File: src/rtl/mac_element_pkg.sv
// rtl/mac_element_pkg.sv - shared types, direction indices and operand pairing for mac_element
package mac_element_pkg;

  typedef enum logic [1:0] {
    MODE_MUL  = 2'd0,
    MODE_ACC  = 2'd1,
    MODE_PASS = 2'd2
  } mode_e;

  localparam int NUM_DIRS  = 4;
  localparam int DIR_DOWN  = 0;
  localparam int DIR_RIGHT = 1;
  localparam int DIR_UP    = 2;
  localparam int DIR_LEFT  = 3;

  // Output direction -> (a, b) input directions feeding its multiplier.
  function automatic int pair_a(input int dir);
    case (dir)
      DIR_DOWN:  return DIR_LEFT;
      DIR_RIGHT: return DIR_UP;
      DIR_UP:    return DIR_RIGHT;
      default:   return DIR_DOWN;
    endcase
  endfunction

  function automatic int pair_b(input int dir);
    case (dir)
      DIR_DOWN:  return DIR_UP;
      DIR_RIGHT: return DIR_RIGHT;
      DIR_UP:    return DIR_DOWN;
      default:   return DIR_LEFT;
    endcase
  endfunction

endpackage

File: src/rtl/mac_element_if.sv
// rtl/mac_element_if.sv - directional data, control and LSB side-chain bundle of one tile
interface mac_element_if #(
  parameter int DATA_W = 64,
  parameter int LSB_W  = 8
);
  logic [DATA_W-1:0] io_ins_down;
  logic [DATA_W-1:0] io_ins_right;
  logic [DATA_W-1:0] io_ins_up;
  logic [DATA_W-1:0] io_ins_left;
  logic [3:0]        io_ins_valid;
  logic [1:0]        io_mode;
  logic              io_acc_clear;
  logic [DATA_W-1:0] io_outs_down;
  logic [DATA_W-1:0] io_outs_right;
  logic [DATA_W-1:0] io_outs_up;
  logic [DATA_W-1:0] io_outs_left;
  logic [3:0]        io_outs_valid;
  logic [LSB_W-1:0]  io_lsbIns;
  logic [LSB_W-1:0]  io_lsbOuts;

  modport master (
    output io_ins_down, io_ins_right, io_ins_up, io_ins_left, io_ins_valid,
    output io_mode, io_acc_clear, io_lsbIns,
    input  io_outs_down, io_outs_right, io_outs_up, io_outs_left, io_outs_valid,
    input  io_lsbOuts
  );

  modport slave (
    input  io_ins_down, io_ins_right, io_ins_up, io_ins_left, io_ins_valid,
    input  io_mode, io_acc_clear, io_lsbIns,
    output io_outs_down, io_outs_right, io_outs_up, io_outs_left, io_outs_valid,
    output io_lsbOuts
  );
endinterface

File: src/rtl/mac_multiplier.sv
// rtl/mac_multiplier.sv - unsigned pipelined multiplier, product only
module mac_multiplier #(
  parameter int OPERAND_W = 32,
  parameter int LATENCY   = 2
) (
  input  logic                   clock,
  input  logic                   reset,
  input  logic [OPERAND_W-1:0]   a,
  input  logic [OPERAND_W-1:0]   b,
  output logic [2*OPERAND_W-1:0] product
);

  logic [2*OPERAND_W-1:0]              full;
  logic [LATENCY-1:0][2*OPERAND_W-1:0] stage;

  assign full    = {{OPERAND_W{1'b0}}, a} * {{OPERAND_W{1'b0}}, b};
  assign product = stage[LATENCY-1];

  if (LATENCY > 1) begin : g_multi
    always_ff @(posedge clock) begin
      if (reset) stage <= '0;
      else       stage <= {stage[LATENCY-2:0], full};
    end
  end else begin : g_single
    always_ff @(posedge clock) begin
      if (reset) stage <= '0;
      else       stage <= full;
    end
  end

endmodule

File: src/rtl/mac_element.sv
// rtl/mac_element.sv - four-direction systolic tile: MUL / ACC / PASS per channel, LSB side-chain
module mac_element
  import mac_element_pkg::*;
#(
  parameter int DATA_W       = 64,
  parameter int OPERAND_W    = 32,
  parameter int RESULT_W     = 16,
  parameter int MULT_LATENCY = 2,
  parameter int LSB_W        = 8,
  parameter int LSB_REG_IDX  = 3
) (
  input  logic         clock,
  input  logic         reset,
  mac_element_if.slave bus
);

  // S0 at index 0, multiplier stages up to index MULT_LATENCY, product register last.
  localparam int PIPE_D = MULT_LATENCY + 2;

  logic [NUM_DIRS-1:0][DATA_W-1:0]   ins;
  logic [NUM_DIRS-1:0][RESULT_W-1:0] res_all;
  logic [NUM_DIRS-1:0]               vld_all;
  logic [PIPE_D-1:0][1:0]            mode_sr;
  logic                              lsb_q;
  logic                              unused_bits;

  assign ins[DIR_DOWN]  = bus.io_ins_down;
  assign ins[DIR_RIGHT] = bus.io_ins_right;
  assign ins[DIR_UP]    = bus.io_ins_up;
  assign ins[DIR_LEFT]  = bus.io_ins_left;

  always_ff @(posedge clock) begin
    if (reset) begin
      mode_sr <= '0;
      lsb_q   <= 1'b0;
    end else begin
      mode_sr <= {mode_sr[PIPE_D-2:0], bus.io_mode};
      lsb_q   <= bus.io_lsbIns[LSB_REG_IDX+1];
    end
  end

  for (genvar g = 0; g < NUM_DIRS; g++) begin : g_dir
    localparam int A = pair_a(g);
    localparam int B = pair_b(g);

    logic [OPERAND_W-1:0]             op_a;
    logic [OPERAND_W-1:0]             op_b;
    logic [2*OPERAND_W-1:0]           product;
    logic [PIPE_D-1:0]                vld_sr;
    logic [PIPE_D-1:0][RESULT_W-1:0]  pass_sr;
    logic [RESULT_W-1:0]              prod_q;
    logic [RESULT_W-1:0]              acc;
    logic [RESULT_W-1:0]              acc_sum;
    logic [RESULT_W-1:0]              res;
    logic                             res_vld;
    logic                             unused_prod;

    mac_multiplier #(
      .OPERAND_W (OPERAND_W),
      .LATENCY   (MULT_LATENCY)
    ) u_mult (
      .clock   (clock),
      .reset   (reset),
      .a       (op_a),
      .b       (op_b),
      .product (product)
    );

    // Clear takes effect before the add when a valid ACC slot coincides with it.
    assign acc_sum = (bus.io_acc_clear ? {RESULT_W{1'b0}} : acc) + prod_q;

    always_ff @(posedge clock) begin
      if (reset) begin
        op_a    <= '0;
        op_b    <= '0;
        vld_sr  <= '0;
        pass_sr <= '0;
        prod_q  <= '0;
        acc     <= '0;
        res     <= '0;
        res_vld <= 1'b0;
      end else begin
        op_a    <= ins[A][OPERAND_W-1:0];
        op_b    <= ins[B][OPERAND_W-1:0];
        vld_sr  <= {vld_sr[PIPE_D-2:0], bus.io_ins_valid[A] & bus.io_ins_valid[B]};
        pass_sr <= {pass_sr[PIPE_D-2:0], ins[A][RESULT_W-1:0]};
        prod_q  <= product[RESULT_W-1:0];
        res_vld <= vld_sr[PIPE_D-1];
        if (bus.io_acc_clear) acc <= '0;
        if (vld_sr[PIPE_D-1]) begin
          case (mode_sr[PIPE_D-1])
            MODE_ACC: begin
              acc <= acc_sum;
              res <= acc_sum;
            end
            MODE_PASS: res <= pass_sr[PIPE_D-1];
            default:   res <= prod_q;
          endcase
        end
      end
    end

    assign unused_prod = ^product;
    assign res_all[g]  = res;
    assign vld_all[g]  = res_vld;
  end

  assign bus.io_outs_down  = DATA_W'(res_all[DIR_DOWN]);
  assign bus.io_outs_right = DATA_W'(res_all[DIR_RIGHT]);
  assign bus.io_outs_up    = DATA_W'(res_all[DIR_UP]);
  assign bus.io_outs_left  = DATA_W'(res_all[DIR_LEFT]);
  assign bus.io_outs_valid = vld_all;

  for (genvar i = 0; i < LSB_W - 1; i++) begin : g_lsb
    if (i == LSB_REG_IDX) begin : g_reg
      assign bus.io_lsbOuts[i] = lsb_q;
    end else begin : g_wire
      assign bus.io_lsbOuts[i] = bus.io_lsbIns[i+1];
    end
  end
  assign bus.io_lsbOuts[LSB_W-1] = res_all[DIR_LEFT][0];

  assign unused_bits = ^{ins, bus.io_lsbIns[0]};

endmodule

File: src/flat_wrapper.sv
// flat-port wrapper written by rule: the top's interface ports become plain ports
module mac_element_flat import mac_element_pkg::*;
#(
  parameter int DATA_W       = 64,
  parameter int OPERAND_W    = 32,
  parameter int RESULT_W     = 16,
  parameter int MULT_LATENCY = 2,
  parameter int LSB_W        = 8,
  parameter int LSB_REG_IDX  = 3
)
  (clock, reset, bus_io_ins_down, bus_io_ins_right, bus_io_ins_up, bus_io_ins_left, bus_io_ins_valid, bus_io_mode, bus_io_acc_clear, bus_io_lsbIns, bus_io_outs_down, bus_io_outs_right, bus_io_outs_up, bus_io_outs_left, bus_io_outs_valid, bus_io_lsbOuts);
  mac_element_if #(.DATA_W(DATA_W), .LSB_W(LSB_W)) bus_i ();
  input  logic clock;
  input  logic reset;
  input wire logic [$bits(bus_i.io_ins_down)-1:0] bus_io_ins_down;
  input wire logic [$bits(bus_i.io_ins_right)-1:0] bus_io_ins_right;
  input wire logic [$bits(bus_i.io_ins_up)-1:0] bus_io_ins_up;
  input wire logic [$bits(bus_i.io_ins_left)-1:0] bus_io_ins_left;
  input wire logic [$bits(bus_i.io_ins_valid)-1:0] bus_io_ins_valid;
  input wire logic [$bits(bus_i.io_mode)-1:0] bus_io_mode;
  input wire logic [$bits(bus_i.io_acc_clear)-1:0] bus_io_acc_clear;
  input wire logic [$bits(bus_i.io_lsbIns)-1:0] bus_io_lsbIns;
  output wire logic [$bits(bus_i.io_outs_down)-1:0] bus_io_outs_down;
  output wire logic [$bits(bus_i.io_outs_right)-1:0] bus_io_outs_right;
  output wire logic [$bits(bus_i.io_outs_up)-1:0] bus_io_outs_up;
  output wire logic [$bits(bus_i.io_outs_left)-1:0] bus_io_outs_left;
  output wire logic [$bits(bus_i.io_outs_valid)-1:0] bus_io_outs_valid;
  output wire logic [$bits(bus_i.io_lsbOuts)-1:0] bus_io_lsbOuts;
  assign bus_i.io_ins_down = bus_io_ins_down;
  assign bus_i.io_ins_right = bus_io_ins_right;
  assign bus_i.io_ins_up = bus_io_ins_up;
  assign bus_i.io_ins_left = bus_io_ins_left;
  assign bus_i.io_ins_valid = bus_io_ins_valid;
  assign bus_i.io_mode = bus_io_mode;
  assign bus_i.io_acc_clear = bus_io_acc_clear;
  assign bus_i.io_lsbIns = bus_io_lsbIns;
  assign bus_io_outs_down = bus_i.io_outs_down;
  assign bus_io_outs_right = bus_i.io_outs_right;
  assign bus_io_outs_up = bus_i.io_outs_up;
  assign bus_io_outs_left = bus_i.io_outs_left;
  assign bus_io_outs_valid = bus_i.io_outs_valid;
  assign bus_io_lsbOuts = bus_i.io_lsbOuts;
  mac_element #(.DATA_W(DATA_W), .OPERAND_W(OPERAND_W), .RESULT_W(RESULT_W), .MULT_LATENCY(MULT_LATENCY), .LSB_W(LSB_W), .LSB_REG_IDX(LSB_REG_IDX)) u_core (.clock(clock), .reset(reset), .bus(bus_i));
endmodule
File: config.mk
export PLATFORM = sky130hd
export DESIGN_NAME = mac_element_flat
export DESIGN_NICKNAME = d
export VERILOG_FILES = /design/src/rtl/mac_element_pkg.sv /design/src/rtl/mac_element_if.sv /design/src/rtl/mac_multiplier.sv /design/src/rtl/mac_element.sv /design/src/flat_wrapper.sv
export SDC_FILE = /design/constraint.sdc
export NUM_CORES = 2
export LEC_CHECK = 0
export CORE_ASPECT_RATIO = 1.4
export CORE_MARGIN = 3
export CORE_UTILIZATION = 55
export DETAILED_ROUTE_END_ITERATION = 8
export HOLD_SLACK_MARGIN = 0.1
export PLACE_DENSITY = 0.82
export SYNTH_ARGS = -nofsm -noshare
export SYNTH_HDL_FRONTEND = slang
export SYNTH_SLANG_ARGS = --single-unit
export TNS_END_PERCENT = 50
File: constraint.sdc
create_clock -name clock -period 9.7 [get_ports clock]
set_input_delay 1.94 -clock clock [delete_from_list [all_inputs] [get_ports clock]]
set_output_delay 1.94 -clock clock [all_outputs]
set_load 0.01 [all_outputs]
==> metrics.md <==
| Metric | Value |
|---|---|
| Clock share of power | `0.365` |
| Crit end category | `register` |
| Vias in the first global route | `approximately 28000` |
| Hold crit path type | `register to register` |
| Dpl cells | `~5100` |
| Mapped Avg Cell Area | `between 9 and 10 um^2` |
| NumNets Final | `around 5100` |
| Async set-reset flop share out of synthesis | `0` |
| CP max FO | `25` |
| Clk buf depth | `3` |
| Gr ovfl total | `0` |
| Status | `completed` |
| CTS clk-pin slew, worst paths | `approximately 0.07 ns` |
| Final max-slew violation count | `0` |
| CP arrival | `about 6.4 ns` |
| Data required time of the critical path | `between 10 and 15 ns` |
| Placed inst area | `40100 um^2` |
| Layout cells sized above 1 | `0.0353` |
| Detail Placement HPWL | `between 60000 and 70000 um` |
| Max-slew headroom | `0.183` |
| Rows | `about 110` |
| First-pass GRT wire length | `about 140000 um` |
| Syn Inst Count | `roughly 4200` |
| Met1 usage | `0.293` |
| Iter 0 DRT Violations | `about 1800` |
| Clock Sink Count | `approximately 610` |
| Final instance area | `about 42000 um^2` |
| Port Buf Inserts | `143` |
| Routed len/inst | `~17 um` |
| Share of the synthesized area in the top cell type | `0.312` |
| Clock skew | `~0.023 ns` |
| CTS-repair resized insts | `0` |
| Fill cells | `5599` |
| #FFs+latches synth | `605` |
| Die H | `~320 um` |
| GP Congestion | `~0.88` |
| Postcts setup bufs | `0` |
| Dpl ws | `between 3 and 4 ns` |
| PwrDens | `approximately 150 nW/um^2` |
| Post-synth cell types | `70` |
| CP max-delay cell | `dfxtp_1` |
| Layout Cells excl Fill | `roughly 5200` |
| Hold_ws | `between 0.4 and 0.5 ns` |
| Setup CP Type | `register to register` |
| H-Tree Depth | `2` |
| Vias | `~28000` |
| Max incr delay on CP | `around 1.1 ns` |
| WP buf/inv | `1` |
| Ranking of synthesized cells by area | `dfxtp_1 31%, fa_1 17%, ha_1 8.3%` |
| Fin worst setup slack | `approximately 3.7 ns` |
| Setup tns final | `0 ns` |
| Initial antenna violation count | `2` |
| Root Buffer Master | `clkbuf_16` |
| Global Route met3 Usage | `0.0345` |
| GRT busiest layer | `met2` |
| Worst setup SP type | `register` |
| Hold-fix buffers, CTS | `0` |
| Sw frac | `0.283` |
| Power share of the combinational group | `0.197` |
| Sequential power share | `0.438` |
| Final hold vios | `0` |
| Worst-Margin Slew | `1.22 ns` |
| Synth area leader | `dfxtp_1` |
| Dominant synthesized flop cell | `dfxtp_1` |
| TritonRoute pass-1 iters | `5` |
| Vias per cell | `5.28` |
| Final total power | `a little over 6 mW` |
| Largest net degree at the start of global routing | `between 200 and 250` |
| Post-synth EDFFs | `0` |
| Number of buffers created by CTS | `55` |
| Starting density of the core | `0.559` |
| Residual DRC | `0` |
| Setup Viol. Count Final | `0` |
| Leak Pwr | `around 19 nW` |
| RSZ-0062 raised after global routing | `no` |
| GRT met2 Usage | `0.422` |
| Die width | `around 230 um` |
| Register area share after synthesis | `0.312` |
| Peak VDD IR | `roughly 0.00015 V` |
| Final Cycle Share | `0.614` |
| Finished Core Util | `0.605` |
| Critical path's top delay family | `adder cells` |
| P_sw | `about 1.8 mW` |
| Worst-path cell chain | `nand2_1 > fa_1 > fa_1 > fa_1 > fa_1 > fa_1 > fa_1 > inv_1 > ha_1 > and3_1 > a311oi_1 > a21oi_1 > xnor2_1 > nor2_1` |
| Die ar. | `approximately 74000 um^2` |
| Core area | `69500 um^2` |
| Max_cap viols | `0` |
| Final ANT Viol Nets | `0` |
| FMAX | `~170 MHz` |
| Syn Std Cell Area | `approximately 39000 um^2` |
| CTS tree | `done` |
| CP dominant cell by count | `fa_1` |
| Minimum clock period | `5.96 ns` |
| Boundary Pins | `approximately 540` |
| Area growth syn-to-layout | `8.24%` |
| Final wirelength | `approximately 89000 um` |
| Internal Power | `roughly 4.5 mW` |
| Yosys warns | `0` |
| Aggregate global-route resource usage | `0.242` |
| Clock latency on the worst-skew pair | `around 0.63 ns` |
## metal layers
metal	up-vias	part of all wire
li1	12899	-
met5	-	0
met1	13272	0.39
met2	1090	0.49
met4	0	0.048
met3	273	0.072
## final cells by class
class	instances	area [um^2]	share of cell area
inverter	458	1720	0.0409
antenna	1	2.50	0.0000596
clock buffer	68	1500	0.0356
sequential	605	12100	0.288
multi-input combinational	2935	23300	0.556
clock inverter	33	433	0.0103
tap	928	1160	0.0276
timing repair buffer	184	1750	0.0417
## kinds of logic (layout without fill, tap and decap cells)
kind of cell             Yosys count  after routing  share of synthesized area
AO/OA/AOI/OAI                    483            483                     0.0818
XOR/XNOR                         190            190                     0.0443
adder cells (fa/ha/maj)          582            582                      0.250
buffers and inverters            884            743                      0.105
flip-flops                       605            605                      0.312
multiplexers                      31             31                    0.00822
other                              1            193                  0.0000966
AND/OR/NAND/NOR                 1457           1457                      0.198
## state kept, by name, indices dropped and copies added, names as in the netlist, 8 cells and up
name / cells
u_core.g_dir.u_mult.product: 64
u_core.mode_sr: 8
u_core.g_dir.prod_q: 64
u_core.g_dir.acc: 64
u_core.g_dir.vld_sr: 16
u_core.g_dir.u_mult.stage: 64
u_core.g_dir.pass_sr: 252
u_core.g_dir.res: 64
## path summary, 6_finish.rpt
kind	from	end	slack, ns	cells past startpoint
setup / recovery	u_core.g_dir[3].pass_sr[4]	u_core.g_dir[2].u_mult.stage[14]	3.74	14
hold / removal	u_core.mode_sr[5]	u_core.mode_sr[7]	0.43	1
hold reg to reg	u_core.mode_sr[5]	u_core.mode_sr[7]	0.43	1
setup reg to reg	u_core.g_dir[3].pass_sr[4]	u_core.g_dir[2].u_mult.stage[14]	3.74	14
## worst reg2reg max path: cells and delay by family, from the launching register on
family                     cells  cell delay [ns]
AOI/OAI and AO/OA              2             0.62
and+or+nand+nor                3             0.47
adders and majority gates      7             3.38
xor gates and xnor gates       1             0.15
DFF                            1             1.13
buffers and inverters          1             0.04
## power by group through the flow
| stage | combinational [mW] | clock, mW | sequential, mW |
|---|---|---|---|
| after floorplan | 1.01 | 0 | 2.72 |
| after global placement | 1.17 | 0 | 2.78 |
| after detailed placement | 1.21 | 0 | 2.78 |
| after CTS | 1.23 | 2.32 | 2.73 |
| after global routing | 1.39 | 2.42 | 2.74 |
| final | 1.23 | 2.27 | 2.73 |
## synth_stat cells (all sizes together), types with 7 or more instances
| library cell | instances |
|---|---|
| dfxtp | 605 |
| buf | 217 |
| a2111oi | 9 |
| nand3 | 29 |
| xor2 | 33 |
| o22ai | 40 |
| ha | 258 |
| o211ai | 7 |
| a211oi | 43 |
| inv | 458 |
| a21o | 48 |
| nor2b | 497 |
| a22oi | 23 |
| fa | 324 |
| and3 | 7 |
| nor2 | 124 |
| xnor2 | 153 |
| mux2i | 27 |
| a221oi | 24 |
| a21oi | 126 |
| and2 | 278 |
| nand2 | 429 |
| nor3 | 46 |
| clkbuf | 209 |
| o21bai | 14 |
| o21ai | 84 |
| o21a | 20 |
| nand2b | 13 |
## layout by cell type, fill, tap and decap left out, types with 13 or more instances in the layout
cell type / netlist / final
conb_1: 1 / 192
clkdlybuf4s50_1: 0 / 141
nor3_1: 45 / 45
a21oi_1: 125 / 125
nor2b_1: 497 / 497
o21bai_1: 14 / 14
dfxtp_1: 605 / 605
nand3_1: 29 / 29
ha_1: 258 / 256
a221oi_1: 24 / 24
xnor2_1: 153 / 153
inv_1: 457 / 457
fa_1: 324 / 324
clkbuf_16: 0 / 55
nand2_1: 429 / 429
nand2b_1: 13 / 13
and2_1: 275 / 275
nor2_1: 124 / 124
o21ai_1: 21 / 21
o21a_1: 20 / 20
a21o_1: 48 / 48
xor2_1: 33 / 33
o21ai_0: 63 / 63
o22ai_1: 40 / 40
a211oi_1: 43 / 43
mux2i_1: 27 / 27
buf_4: 204 / 40
a22oi_1: 23 / 23
(Power assumes the default switching activity.)
